File: src/rtl/matrix_loader.sv
// Byte-stream loader for operand banks A and B. A frame is N*N A bytes followed by N*N B bytes.
// Bytes are accepted every cycle in LOAD_A/LOAD_B. mat_valid rises on the edge that accepts the last B byte.
// Backpressure: s_ready drops for the whole FULL phase and returns the cycle after mat_ack.
module matrix_loader #(
  parameter int DW = 8,
  parameter int N  = 3
) (
  input  logic          clk,
  input  logic          rst_n,
  input  logic          s_valid,
  output logic          s_ready,
  input  logic [DW-1:0] s_data,
  input  logic          s_last,
  output logic          mat_valid,
  input  logic          mat_ack,
  input  logic          rd_sel,
  input  logic [3:0]    rd_addr,
  output logic [DW-1:0] rd_data,
  output logic          frame_err,
  input  logic          clr_err,
  output logic [7:0]    frame_cnt
);

  localparam int NN = N * N;
  localparam logic [3:0] LAST_IDX = 4'(NN - 1);

  typedef enum logic [1:0] {LOAD_A, LOAD_B, FULL} state_t;

  state_t        state;
  logic [3:0]    idx;
  logic [DW-1:0] bank_a [NN];
  logic [DW-1:0] bank_b [NN];

  logic xfer;
  logic final_pos;
  logic bad_last;

  assign s_ready = (state != FULL);

  always_comb begin
    xfer      = s_valid && s_ready;
    final_pos = (state == LOAD_B) && (idx == LAST_IDX);
    // s_last must appear exactly on the final B byte and nowhere else
    bad_last  = xfer && (s_last != final_pos);
  end

  always_comb begin
    rd_data = '0;
    if ({1'b0, rd_addr} < 5'(NN))
      rd_data = rd_sel ? bank_b[rd_addr] : bank_a[rd_addr];
  end

  always_ff @(posedge clk or negedge rst_n) begin
    if (!rst_n) begin
      state     <= LOAD_A;
      idx       <= '0;
      mat_valid <= 1'b0;
      frame_err <= 1'b0;
      frame_cnt <= '0;
      for (int i = 0; i < NN; i++) begin
        bank_a[i] <= '0;
        bank_b[i] <= '0;
      end
    end else begin
      // A new error in the same cycle overrides the clear below
      if (clr_err)
        frame_err <= 1'b0;

      if (xfer) begin
        if (state == LOAD_A)
          bank_a[idx] <= s_data;
        else
          bank_b[idx] <= s_data;

        if (bad_last) begin
          frame_err <= 1'b1;
          idx       <= '0;
          state     <= LOAD_A;
        end else if (idx == LAST_IDX) begin
          idx <= '0;
          if (state == LOAD_A) begin
            state <= LOAD_B;
          end else begin
            state     <= FULL;
            mat_valid <= 1'b1;
            frame_cnt <= frame_cnt + 8'd1;
          end
        end else begin
          idx <= idx + 4'd1;
        end
      end else if ((state == FULL) && mat_ack) begin
        state     <= LOAD_A;
        mat_valid <= 1'b0;
        idx       <= '0;
      end
    end
  end

endmodule

File: config.mk
export PLATFORM = sky130hd
export DESIGN_NAME = matrix_loader
export DESIGN_NICKNAME = d
export VERILOG_FILES = /design/src/rtl/matrix_loader.sv
export SDC_FILE = /design/constraint.sdc
export NUM_CORES = 1
export LEC_CHECK = 0
export CAP_MARGIN = 25
export CORE_MARGIN = 3
export CORE_UTILIZATION = 60
export DETAILED_ROUTE_END_ITERATION = 12
export HOLD_SLACK_MARGIN = 0.1
export PLACE_DENSITY = 0.89
export SYNTH_ARGS = -nofsm -noshare
export SYNTH_HDL_FRONTEND = slang
export SYNTH_SLANG_ARGS = --single-unit
File: constraint.sdc
create_clock -name clk -period 2.5 [get_ports clk]
set_input_delay 0.375 -clock clk [delete_from_list [all_inputs] [get_ports clk]]
set_output_delay 0.375 -clock clk [all_outputs]
set_load 0.05 [all_outputs]
After elaboration in Yosys (flattened, before gate mapping)
Cells that the tools add are included.

storage, ports and cells
  output and inout bits = 19
  register bits = 160
  word-level logic and storage cells = 83
  bits of input ports = 19

operators by class
  add/sub/neg operators = 2
  order comparisons = 4
  equal/unequal tests = 9
  bitwise logic cells = 4
  reductions and logical operators = 12
  mux-type cells = 29

operators with widths
  cell                                                        number
  bitwise mux 72 bit                                          2
  binary-select mux 8 bit (select 4 bit)                      2
  two-way mux 8 bit                                           7
  demux 8 bit (select 4 bit)                                  1
  two-way mux 4 bit                                           4
  >= comparator 5 bit, second input constant                  2
  two-way mux 2 bit                                           5
  inverter 4 -> 5 bit                                         2
  adder 8 x 1 -> 8 bit, second input constant                 1
  two-way mux 1 bit                                           8
  AND reduction 4 bit                                         2
  != test 2 bit, second input constant                        3
  AND reduction 2 bit                                         3
  logical AND 1 bit                                           5
  less-than comparator 5 x 1 -> 1 bit, second input constant  1
  adder 4 x 1 -> 4 bit, second input constant                 1
  == test 4 bit, second input constant                        1
  less-than comparator 4 bit, second input constant           1
  != test 3 x 1 -> 1 bit, second input constant               1
  == test 2 x 1 -> 1 bit, second input constant               1
  == test 2 bit, second input constant                        1
  zero test 2 bit                                             1
  != test 2 x 1 -> 1 bit, second input constant               1
  inverter 1 bit                                              2
  other kinds (2)                                             2

Logic depth before layout (Yosys ltp)
Gate-level depths: netlist (run 1).

  word-level depth = 6
  depth in mapped cells = 9
  depth with buffers taken out = 7

Worst setup path after synthesis (run 1)
No wires, ideal clock.

  path type = input to output
  start point = input rd_addr[0]
  end point = output rd_data[3]
  buffers on the path = 2
  stages = 6
  required time = 2.125 ns
  setup slack = -0.327 ns
  data arrival time = 2.452 ns
  cell sequence = buf_2 -> and2_1 -> clkbuf_1 -> a22oi_1 -> o211ai_1 -> o311ai_1

between the ends
  cells in the longest elaborated chain, start to end = 6
  elaborated cells between the ends (all ways) = 10
  classes of those cells = 1 x order compare; 8 x mux; 1 x bitwise

ends and longest elaborated chain
  what                                                  RTL line  text
  start, declared                                       17        input logic [3:0] rd_addr,
  inverter 4 -> 5 bit (not written as such)             50        rd_data = rd_sel ? bank_b[rd_addr] : bank_a[rd_addr];
  binary-select mux 8 bit (select 4 bit)                50
  two-way mux 8 bit (not written as such) (2 in a row)  50
  two-way mux 8 bit                                     50
  two-way mux 8 bit *                                   49        if ({1'b0, rd_addr} < 5'(NN))
  end, declared                                         18        output logic [DW-1:0] rd_data,

Mark *: on every way between the ends. The rest lies on a longest branch, timed or not. The select of a mux whose other input is x is not followed.

Final worst setup path (run 1)
  start point = register state[0]
  end point = output s_ready

between the ends
  cells in the longest elaborated chain, start to end = 1

ends and longest elaborated chain
  what                    RTL line  text
  start, declared         29        state_t state;
  start signal, assigned  55        state <= LOAD_A;
  start signal, assigned  78        state <= LOAD_A;
  start signal, assigned  82        state <= LOAD_B;
  != test 2 bit           38        assign s_ready = (state != FULL);
  end, declared           11        output logic s_ready,

Every way passes these cells.

==> metrics.txt, run 1 <==
synthesized area 7380 um^2; main combinational cell family by area after synthesis multiplexers; Area after DPL 8130 um^2; area fraction of the dominant cell type after synthesis 54.2%; worst slack, placed -116 ps; Core Region about 12000 um^2; Setup WS post-layout 79.3 ps; area leader, netlist dfrtp_1; Max VDD drop 0.000607 V; Crit path max-delay family buffers and inverters; Post-Synth XOR/XNOR Area 1.07%; diodes inserted 0; most common cell in the netlist dfrtp_1; largest net degree at the start of global routing 67; vias in the first global route between 5000 and 6000; share of layout cells above drive strength 1 38.9%; Worst slew margin a little over half; slew at the pin with the worst max-slew slack 715 ps; worst reg2reg path startpoint idx[0]; # rows 39; Die Footprint between 10000 and 15000 um^2; min-delay src frame_cnt[7]; Mean Syn Cell Area 14.0 um^2; ys flop type dfrtp_1; R2R Setup Slk 200 ps; WP data required 2120 ps; Starting DRT DRC Count approximately 430; Nets a little over 600; Root Driver clkbuf_16; Detailed Place HPWL 11400 um; Synth async-reset ratio 100%; power consumption slightly below 7 mW; Startpoint Class flip-flop; I/O pins 38; crit end category primary output; Leakage 4.14 nW; FF+latch count, synth 160; Fmax achieved 413 MHz; Hold Path Cell Cnt 1; utilization after layout about 75%; post-synthesis mux area share 31.1%; WL per Instance 22.8 um; top cells by count, synth 160 x dfrtp_1, 133 x mux2_2, 32 x nand2_1; ratio of final minimum period to clock period 96.8%; fraction of the mapped netlist area in adder cells 0.848%; Area growth syn-to-layout 19.0%; cts bufs inserted 17; Power Dens Cells 768 nW/um^2; Synth Net Count roughly 550; total grt overflow 0; post-route cell area just under 9000 um^2; initial core utilization 63.0%; outcome completed; GPL Wtd Cong between 0.8 and 0.9; Slew Viols, Final 0; post-synthesis compound-gate area fraction 5.48%; final setup violating endpoints 0; DRT Wirelength 16900 um; Buf/Inv on CP 1; Hold Path Sink frame_cnt[7]; Setup TNS 0 ps; max-cap violation count 0; Tmin final 2420 ps; top cells by area, synth dfrtp_1 54%, mux2_2 20%, mux4_2 6.1%; Seq/Total Area, Yosys a little over half; initial antenna violation count 0; maximum fanout along the worst path 8; drt pass-1 iters 5; routed via count ~4800; Worst-path clk slew 60 ps; final hold violation count 0; DRC Markers 0; RR Endpoint bank_a[2]; simple-gate share of the synthesized area between 5 and 6%; worst skew pair latency 420 ps; DR vias/cell 6.41; Unique masters post-synth 44; Synth warnings 0; Worst Clk Skew 5.12 ps; WS Path Type reg -> out; die height 117 um; Worst Reg-to-Reg Cells 5; Routed Antenna Nets 0; worst-path cell chain nand2b_1 > clkdlybuf4s50_1; Die Wd 117 um; Post-synth EDFFs 0; Clock Path Buffers 2; Cells after Synth 529; CTS Sinks 160; H-Tree Depth 4; IO Port Bufs 37; Placed Cells between 700 and 800; RSZ-0062 raised after global routing no; Fin Hold WS between 400 and 500 ps; CP arrival about 2100 ps; Critical Path Max Stage Delay 860 ps; CTS tree yes; post-route insts no fill 744; Hold WC Path Type reg -> reg; first-pass GRT wire length 27500 um; critical path's slowest cell clkdlybuf4s50_1; Total Routing Usage GR 27.1%
[cells in the final DEF (no fill, tap or decap), types with 10 or more instances in the layout]
cell type        netlist  layout
dfrtp_1              160     160
mux2_2               133     133
nand2_1               32      31
clkdlybuf4s50_1        0      24
buf_4                  1      22
mux2i_1               21      21
mux4_2                20      20
o21ai_0               18      18
clkbuf_16              0      17
mux2_1                12      12
o22ai_1               10      10
buf_12                 0      10
[power by group]
group	internal [mW]	total, mW	leakage, nW	switching (mW)
combinational	0.548	1.01	1.71	0.463
sequential	2.93	3.11	2.14	0.182
clock	1.59	2.62	0.288	1.03
total	5.07	6.75	4.14	1.68
[logic make-up (layout without fill, tap and decap cells)]
logic type	count (synthesis)	after routing
AO/OA/AOI/OAI	60	60
AND/OR/NAND/NOR	78	78
multiplexers	186	186
XOR/XNOR	9	9
flip-flops	160	160
buffers and inverters	31	103
adder cells (fa/ha/maj)	5	5
[layer usage]
layer / vias to the layer above / share of wire, % / GRT usage (%)
li1: 2084 / - / -
met1: 2447 / 40 / 34.6
met2: 188 / 51 / 45.8
met3: 50 / 6.8 / 6.02
met4: 0 / 2.4 / 10.2
met5: - / 0 / 0
[sequential cells by signal (all words and copies together) (netlist names)]
name,flops
frame_err,1
state,2
mat_valid,1
idx,4
bank_a,72
frame_cnt,8
bank_b,72
[worst max path at each step]
| stage | start | to | slack [ps] | depth (start not counted) |
|---|---|---|---|---|
| global placement | rd_addr[2] | rd_data[4] | -60 | 8 |
| detailed placement | rd_addr[2] | rd_data[3] | -120 | 6 |
| CTS | rd_addr[0] | rd_data[6] | 60 | 7 |
| finish | state[0] | s_ready | 80 | 2 |
| global route | state[0] | s_ready | 7 | 2 |
| floorplan | rd_addr[0] | rd_data[3] | 110 | 6 |
[what timing repair did]
item | in CTS | in global routing
hold endpoints to repair | 63 | 0
endpoints found under the setup margin | 6 | 3
resized for setup | 6 | 3
pin swaps | 7 | 0
hold buffers | 1 | 0
setup buffers | 1 | 0
[cell type report]
| class | count | area [um^2] |
|---|---|---|
| Fill cell | 697 | 2930 |
| Multi-Input combinational cell | 338 | 3290 |
| Tap cell | 143 | 179 |
| Timing Repair Buffer | 64 | 683 |
| Clock buffer | 18 | 439 |
| Clock inverter | 14 | 166 |
| Inverter | 7 | 26.3 |
| Sequential cell | 160 | 4000 |
(Power assumes the default switching activity.)
==> run 2, diff against run 1 <==
--- a/config.mk
+++ b/config.mk
@@ -10,7 +10,7 @@
 export CORE_UTILIZATION = 60
 export DETAILED_ROUTE_END_ITERATION = 12
 export HOLD_SLACK_MARGIN = 0.1
-export PLACE_DENSITY = 0.89
+export PLACE_DENSITY = 0.83
 export SYNTH_ARGS = -nofsm -noshare
 export SYNTH_HDL_FRONTEND = slang
 export SYNTH_SLANG_ARGS = --single-unit
==> run 2 against run 1 <==
Effect of this change:
- via count increased by 0.19%
- clock power decreased by 2%
- first-iteration DRC count decreased by 5.8%
- core utilization increased by 0.73 points
- combinational power about the same
- hold slack improved by 5.1 ps
- critical endpoint is now rd_data[4]
==> metrics.txt, run 2 (same netlist as run 1, synthesis figures left out) <==
outcome completed; Power Dens Cells 754 nW/um^2 (-1.8%); CTS Sinks 160 (unchanged); Net Sw Frac 24.3% (-0.58 points); Starting DRT DRC Count 403 (-5.8%); CP arrival 2030 ps (-20 ps); worst-path cell chain clkdlybuf4s50_1 > buf_4 > a21oi_4 > buf_4 > o21ai_0 > o22ai_1 > buf_4 > buf_12; post-route cell area 8870 um^2 (+0.97%); Worst Clk Skew 6.82 ps (+1.70 ps); DR vias/cell 6.32 (-1.4%); RSZ-0062 raised after global routing no; largest net degree at the start of global routing 71 (+6.0%); Buf/Inv on CP 5 (+4); Die Footprint 13700 um^2 (unchanged); GPL Wtd Cong 0.918 (+3.4%); max-cap violation count 0 (unchanged); total grt overflow 0 (unchanged); first-pass GRT wire length 27500 um (+0.15%); H-Tree Depth 4 (unchanged); ratio of final minimum period to clock period 96.3% (-0.51 points); fill count 707 (+1.4%); Setup TNS 0 ps (unchanged); diodes inserted 0 (unchanged); die height 117 um (unchanged); worst skew pair latency 430 ps (about the same); vias in the first global route 5045 (-2.3%); WS Path Type in -> out; NetSw 1.63 mW (-3.1%); share of layout cells above drive strength 1 40.1% (+1.2 points); met2 wire len 8650 um (about the same); Area after DPL 8220 um^2 (+1.1%); power consumption 6.69 mW (-0.83%); crit end category primary output; most common cell after layout, fill and taps aside dfrtp_1; final hold violation count 0 (unchanged); drt pass-1 iters 4 (-1); Worst slew margin 50.5% (-1.7 points); Critical Path Max Stage Delay 530 ps (-330 ps); Routed Antenna Nets 0 (unchanged); Detailed Place HPWL 12000 um (+5.1%); routed via count 4778 (+0.19%); CTS tree yes; slew at the pin with the worst max-slew slack 741 ps (+25.7 ps); CP most frequent cell buf_4; Max VDD drop 0.000557 V (-8.2%); WL per Instance 22.9 um (+0.55%); Met1 Routed Length 7440 um (+11%); Nets 625 (+2.1%); WP data required 2120 ps (about the same); Combinational Power Share 15.3% (+0.3 points); Fin Hold WS 476 ps (+5.07 ps); Hold WC Path Type reg -> reg; critical path's slowest cell clkdlybuf4s50_1; cts bufs inserted 17 (unchanged); DRT Wirelength 17300 um (+2.2%); Leakage 4.20 nW (+1.4%); final setup violating endpoints 0 (unchanged); Worst-path clk slew 50 ps (about the same); internal power 5.07 mW (about the same); Post-CTS Setup Repair Bufs 0 (-1); maximum fanout along the worst path 4 (-4); Startpoint Class input port; most frequent cells in the layout 160 x dfrtp_1, 133 x mux2_2, 36 x buf_4, 31 x nand2_1, 25 x clkdlybuf4s50_1; I/O pins 38 (unchanged); initial antenna violation count 0 (unchanged); Die Wd 117 um (unchanged); Slew Viols, Final 0 (unchanged); Clk pwr share 38.3% (-0.6 points); Crit path max-delay family buffers and inverters; Core Region 11700 um^2 (unchanged); Total Routing Usage GR 27.4% (+0.25 points); top sig layer met4; Area growth syn-to-layout 20.2%; biggest registers after layout bank_a (72), bank_b (72), frame_cnt (8); initial core utilization 63.0% (unchanged); IO Port Bufs 37 (unchanged); Root Driver clkbuf_16; Clock Path Buffers 2 (unchanged); Sequential Power Share 46.4% (+0.3 points); DRC Markers 0 (unchanged); Tmin final 2410 ps (-12.8 ps); Fmax achieved 415 MHz (+0.53%); routed wire length on met3 718 um (-37%); # rows 39 (unchanged)
==> run 2: cell count changes in the layout (fill, tap and decap cells not counted) <==
cell / delta
clkdlybuf4s50_1: +1
clkinv_2: +2
clkinvlp_4: -1
o22ai_1: -1
buf_4: +14
clkinv_4: -3
a21oi_4: +1
clkbuf_16: +1
a21oi_2: -1
buf_12: -2
clkbuf_1: +1
dlygate4sd2_1: -1
o22ai_2: +1
==> run 2: layout make-up <==
class                      count  area (um^2)  share of cell area [%]
sequential                   160         4000                    45.1
multi-input combinational    338         3300                    37.2
clock inverter                12          143                    1.61
tap                          143          179                    2.02
timing repair buffer          77          774                    8.73
clock buffer                  19          443                    4.99
inverter                       7         26.3                   0.296
==> run 2: worst paths after layout <==
check	startpoint	to	slack (ps)	depth (start not counted)
hold reg to reg	frame_cnt[7]	frame_cnt[7]	480	1
setup reg to reg	idx[0]	bank_a[4]	260	5
min in group asynchronous	rst_n	bank_b[51]	520	2
setup / recovery	rd_addr[3]	rd_data[4]	90	8
hold / removal	frame_cnt[7]	frame_cnt[7]	480	1
max in group asynchronous	rst_n	bank_b[48]	1200	3
==> run 2: timing repair <==
item	4_1_cts	5_1_grt
hold endpoints to repair	67	0
pin swaps	8	3
setup endpoints to repair	6	7
resized for setup	3	8
hold buffers	1	0
==> run 2: power groups by stage <==
stage          Sequential, mW  Combinational, mW  Clock (mW)
5_1_grt                  3.14               1.10        2.70
6_report                 3.11               1.02        2.56
3_3_place_gp             3.12              0.967           0
3_5_place_dp             3.15               1.00           0
4_1_cts                  3.10               1.02        2.60
2_1_floorplan            3.09              0.661           0
==> run 2: per-stage QoR <==
stage                     util, %  setup slack [ps]  std cells
final                        75.7              92.1        756
after global routing         75.7              4.58        756
after CTS                    75.5             -25.3        756
after detailed placement     70.2             -74.4        724
after global placement       70.2             -78.7        724
after floorplan                 -               107        529
==> run 2: per-layer routing <==
metal	GRT usage, %	vias to the layer above
li1	-	2108
met3	5.91	41
met5	0	-
met1	36.5	2506
met2	43.9	123
met4	11.8	0
==> run 3, diff against run 2 <==
--- a/config.mk
+++ b/config.mk
@@ -11,6 +11,7 @@
 export DETAILED_ROUTE_END_ITERATION = 12
 export HOLD_SLACK_MARGIN = 0.1
 export PLACE_DENSITY = 0.83
+export SKIP_LAST_GASP = 1
 export SYNTH_ARGS = -nofsm -noshare
 export SYNTH_HDL_FRONTEND = slang
 export SYNTH_SLANG_ARGS = --single-unit
==> run 3 against run 2 <==
Effect of this change:
- hold slack hardly changed
- global-route usage hardly changed
- count of clock-buffer cells in the layout is the same
- critical path type is now reg -> out
- fmax up 0.61%
- highest routed layer unchanged
- total power hardly changed
- sequential power barely moved
- critical endpoint is now s_ready
==> metrics.txt, run 3 (same netlist as run 1, synthesis figures left out) <==
worst-path cell chain nand2b_1 > clkdlybuf4s50_1; ratio of final minimum period to clock period 95.7% (-0.58 points); CTS Sinks 160 (unchanged); Critical Path Max Stage Delay 840 ps (+310 ps); Hold WC Path Type reg -> reg; share of layout cells above drive strength 1 40.0% (-0.16 points); Worst-path clk slew 60 ps (about the same); Worst Clk Skew 7.52 ps (+0.702 ps); critical path's slowest cell clkdlybuf4s50_1; H-Tree Depth 4 (unchanged); Fin Hold WS 476 ps (-0.00300 ps); Clock Path Buffers 2 (unchanged); Die Wd 117 um (unchanged); WL per Instance 22.8 um (-0.53%); WP data required 2120 ps (about the same); largest net degree at the start of global routing 71 (unchanged); total grt overflow 0 (unchanged); CTS tree yes; # rows 39 (unchanged); most frequent cells in the layout 160 x dfrtp_1, 133 x mux2_2, 36 x buf_4, 31 x nand2_1, 25 x clkdlybuf4s50_1; Routed Antenna Nets 0 (unchanged); post-route cell area 8860 um^2 (about the same); routed wire length on met3 835 um (+16%); worst skew pair latency 430 ps (about the same); Max VDD drop 0.000557 V (about the same); Power Dens Cells 754 nW/um^2 (about the same); WS Path Type reg -> out; first-pass GRT wire length 27500 um (about the same); Core Region 11700 um^2 (unchanged); Nets 625 (unchanged); most common cell after layout, fill and taps aside dfrtp_1; GPL Wtd Cong 0.918 (unchanged); max-cap violation count 0 (unchanged); vias in the first global route 5044 (-0.020%); Area growth syn-to-layout 20.1% (about the same); Fmax achieved 418 MHz (+0.61%); IO Port Bufs 37 (unchanged); Die Footprint 13700 um^2 (unchanged); met2 wire len 8580 um (-0.84%); Crit path max-delay family buffers and inverters; Worst slew margin 51.4% (+0.91 points); CP arrival 2020 ps (about the same); I/O pins 38 (unchanged); Buf/Inv on CP 1 (-4); final hold violation count 0 (unchanged); Tmin final 2390 ps (-14.6 ps); Post-CTS Setup Repair Bufs 0 (unchanged); top sig layer met4; outcome completed; Total Routing Usage GR 27.4% (about the same); DRC Markers 0 (unchanged); diodes inserted 0 (unchanged); maximum fanout along the worst path 8 (+4); crit end category primary output; DR vias/cell 6.31 (-0.10%); Area after DPL 8220 um^2 (unchanged); slew at the pin with the worst max-slew slack 727 ps (-13.6 ps); Detailed Place HPWL 12000 um (unchanged); die height 117 um (unchanged); RSZ-0062 raised after global routing no; DRT Wirelength 17200 um (-0.53%); Setup TNS 0 ps (unchanged); worst slack, placed -74.4 ps (unchanged); power consumption 6.69 mW (about the same); drt pass-1 iters 4 (unchanged); Startpoint Class flip-flop; Setup WS post-layout 107 ps (+14.6 ps); Leakage 4.20 nW (about the same); Slew Viols, Final 0 (unchanged); routed via count 4773 (-0.10%); cts bufs inserted 17 (unchanged); Starting DRT DRC Count 396 (-1.7%); Root Driver clkbuf_16; initial antenna violation count 0 (unchanged); Met1 Routed Length 7300 um (-1.8%); biggest registers after layout bank_a (72), bank_b (72), frame_cnt (8); initial core utilization 63.0% (unchanged); final setup violating endpoints 0 (unchanged)
[run 3: per-stage QoR]
stage	std cells	utilization (%)
6_report	756	75.7
4_1_cts	756	75.5
3_5_place_dp	724	70.2
3_3_place_gp	724	70.2
5_1_grt	756	75.7
2_1_floorplan	529	-
[run 3: worst paths after layout]
| check | depth (start not counted) | slack [ps] | end | from |
|---|---|---|---|---|
| max | 2 | 110 | s_ready | state[0] |
| min | 1 | 480 | frame_cnt[7] | frame_cnt[7] |
| max reg2reg | 5 | 260 | bank_a[4] | idx[1] |
| min reg2reg | 1 | 480 | frame_cnt[7] | frame_cnt[7] |
| max in group asynchronous | 3 | 1210 | bank_b[48] | rst_n |
| min in group asynchronous | 2 | 520 | bank_b[51] | rst_n |
[run 3: what timing repair did]
item                                    CTS  global route
hold buffers                              1             0
endpoints found under the setup margin    6             7
pin swaps                                 6             6
resized for setup                         3             7
cloned                                    0             0
endpoints found under the hold margin    67             0
[run 3: metal layers]
layer / track usage (%) / vias up
met2: 43.9 / 130
li1: - / 2107
met3: 5.91 / 42
met4: 11.8 / 0
met5: 0 / -
met1: 36.5 / 2494
[run 3: cell type report]
| class | count | area (um^2) |
|---|---|---|
| Timing Repair Buffer | 77 | 774 |
| Tap cell | 143 | 179 |
| Inverter | 7 | 26.3 |
| Sequential cell | 160 | 4000 |
| Fill cell | 708 | 2850 |
| Clock inverter | 12 | 143 |
| Clock buffer | 19 | 443 |
| Multi-Input combinational cell | 338 | 3290 |
[run 3: where the power goes]
| part | total (mW) | internal (mW) | switching [mW] |
|---|---|---|---|
| Combinational | 1.02 | 0.559 | 0.463 |
| Sequential | 3.11 | 2.93 | 0.175 |
| Clock | 2.56 | 1.58 | 0.983 |
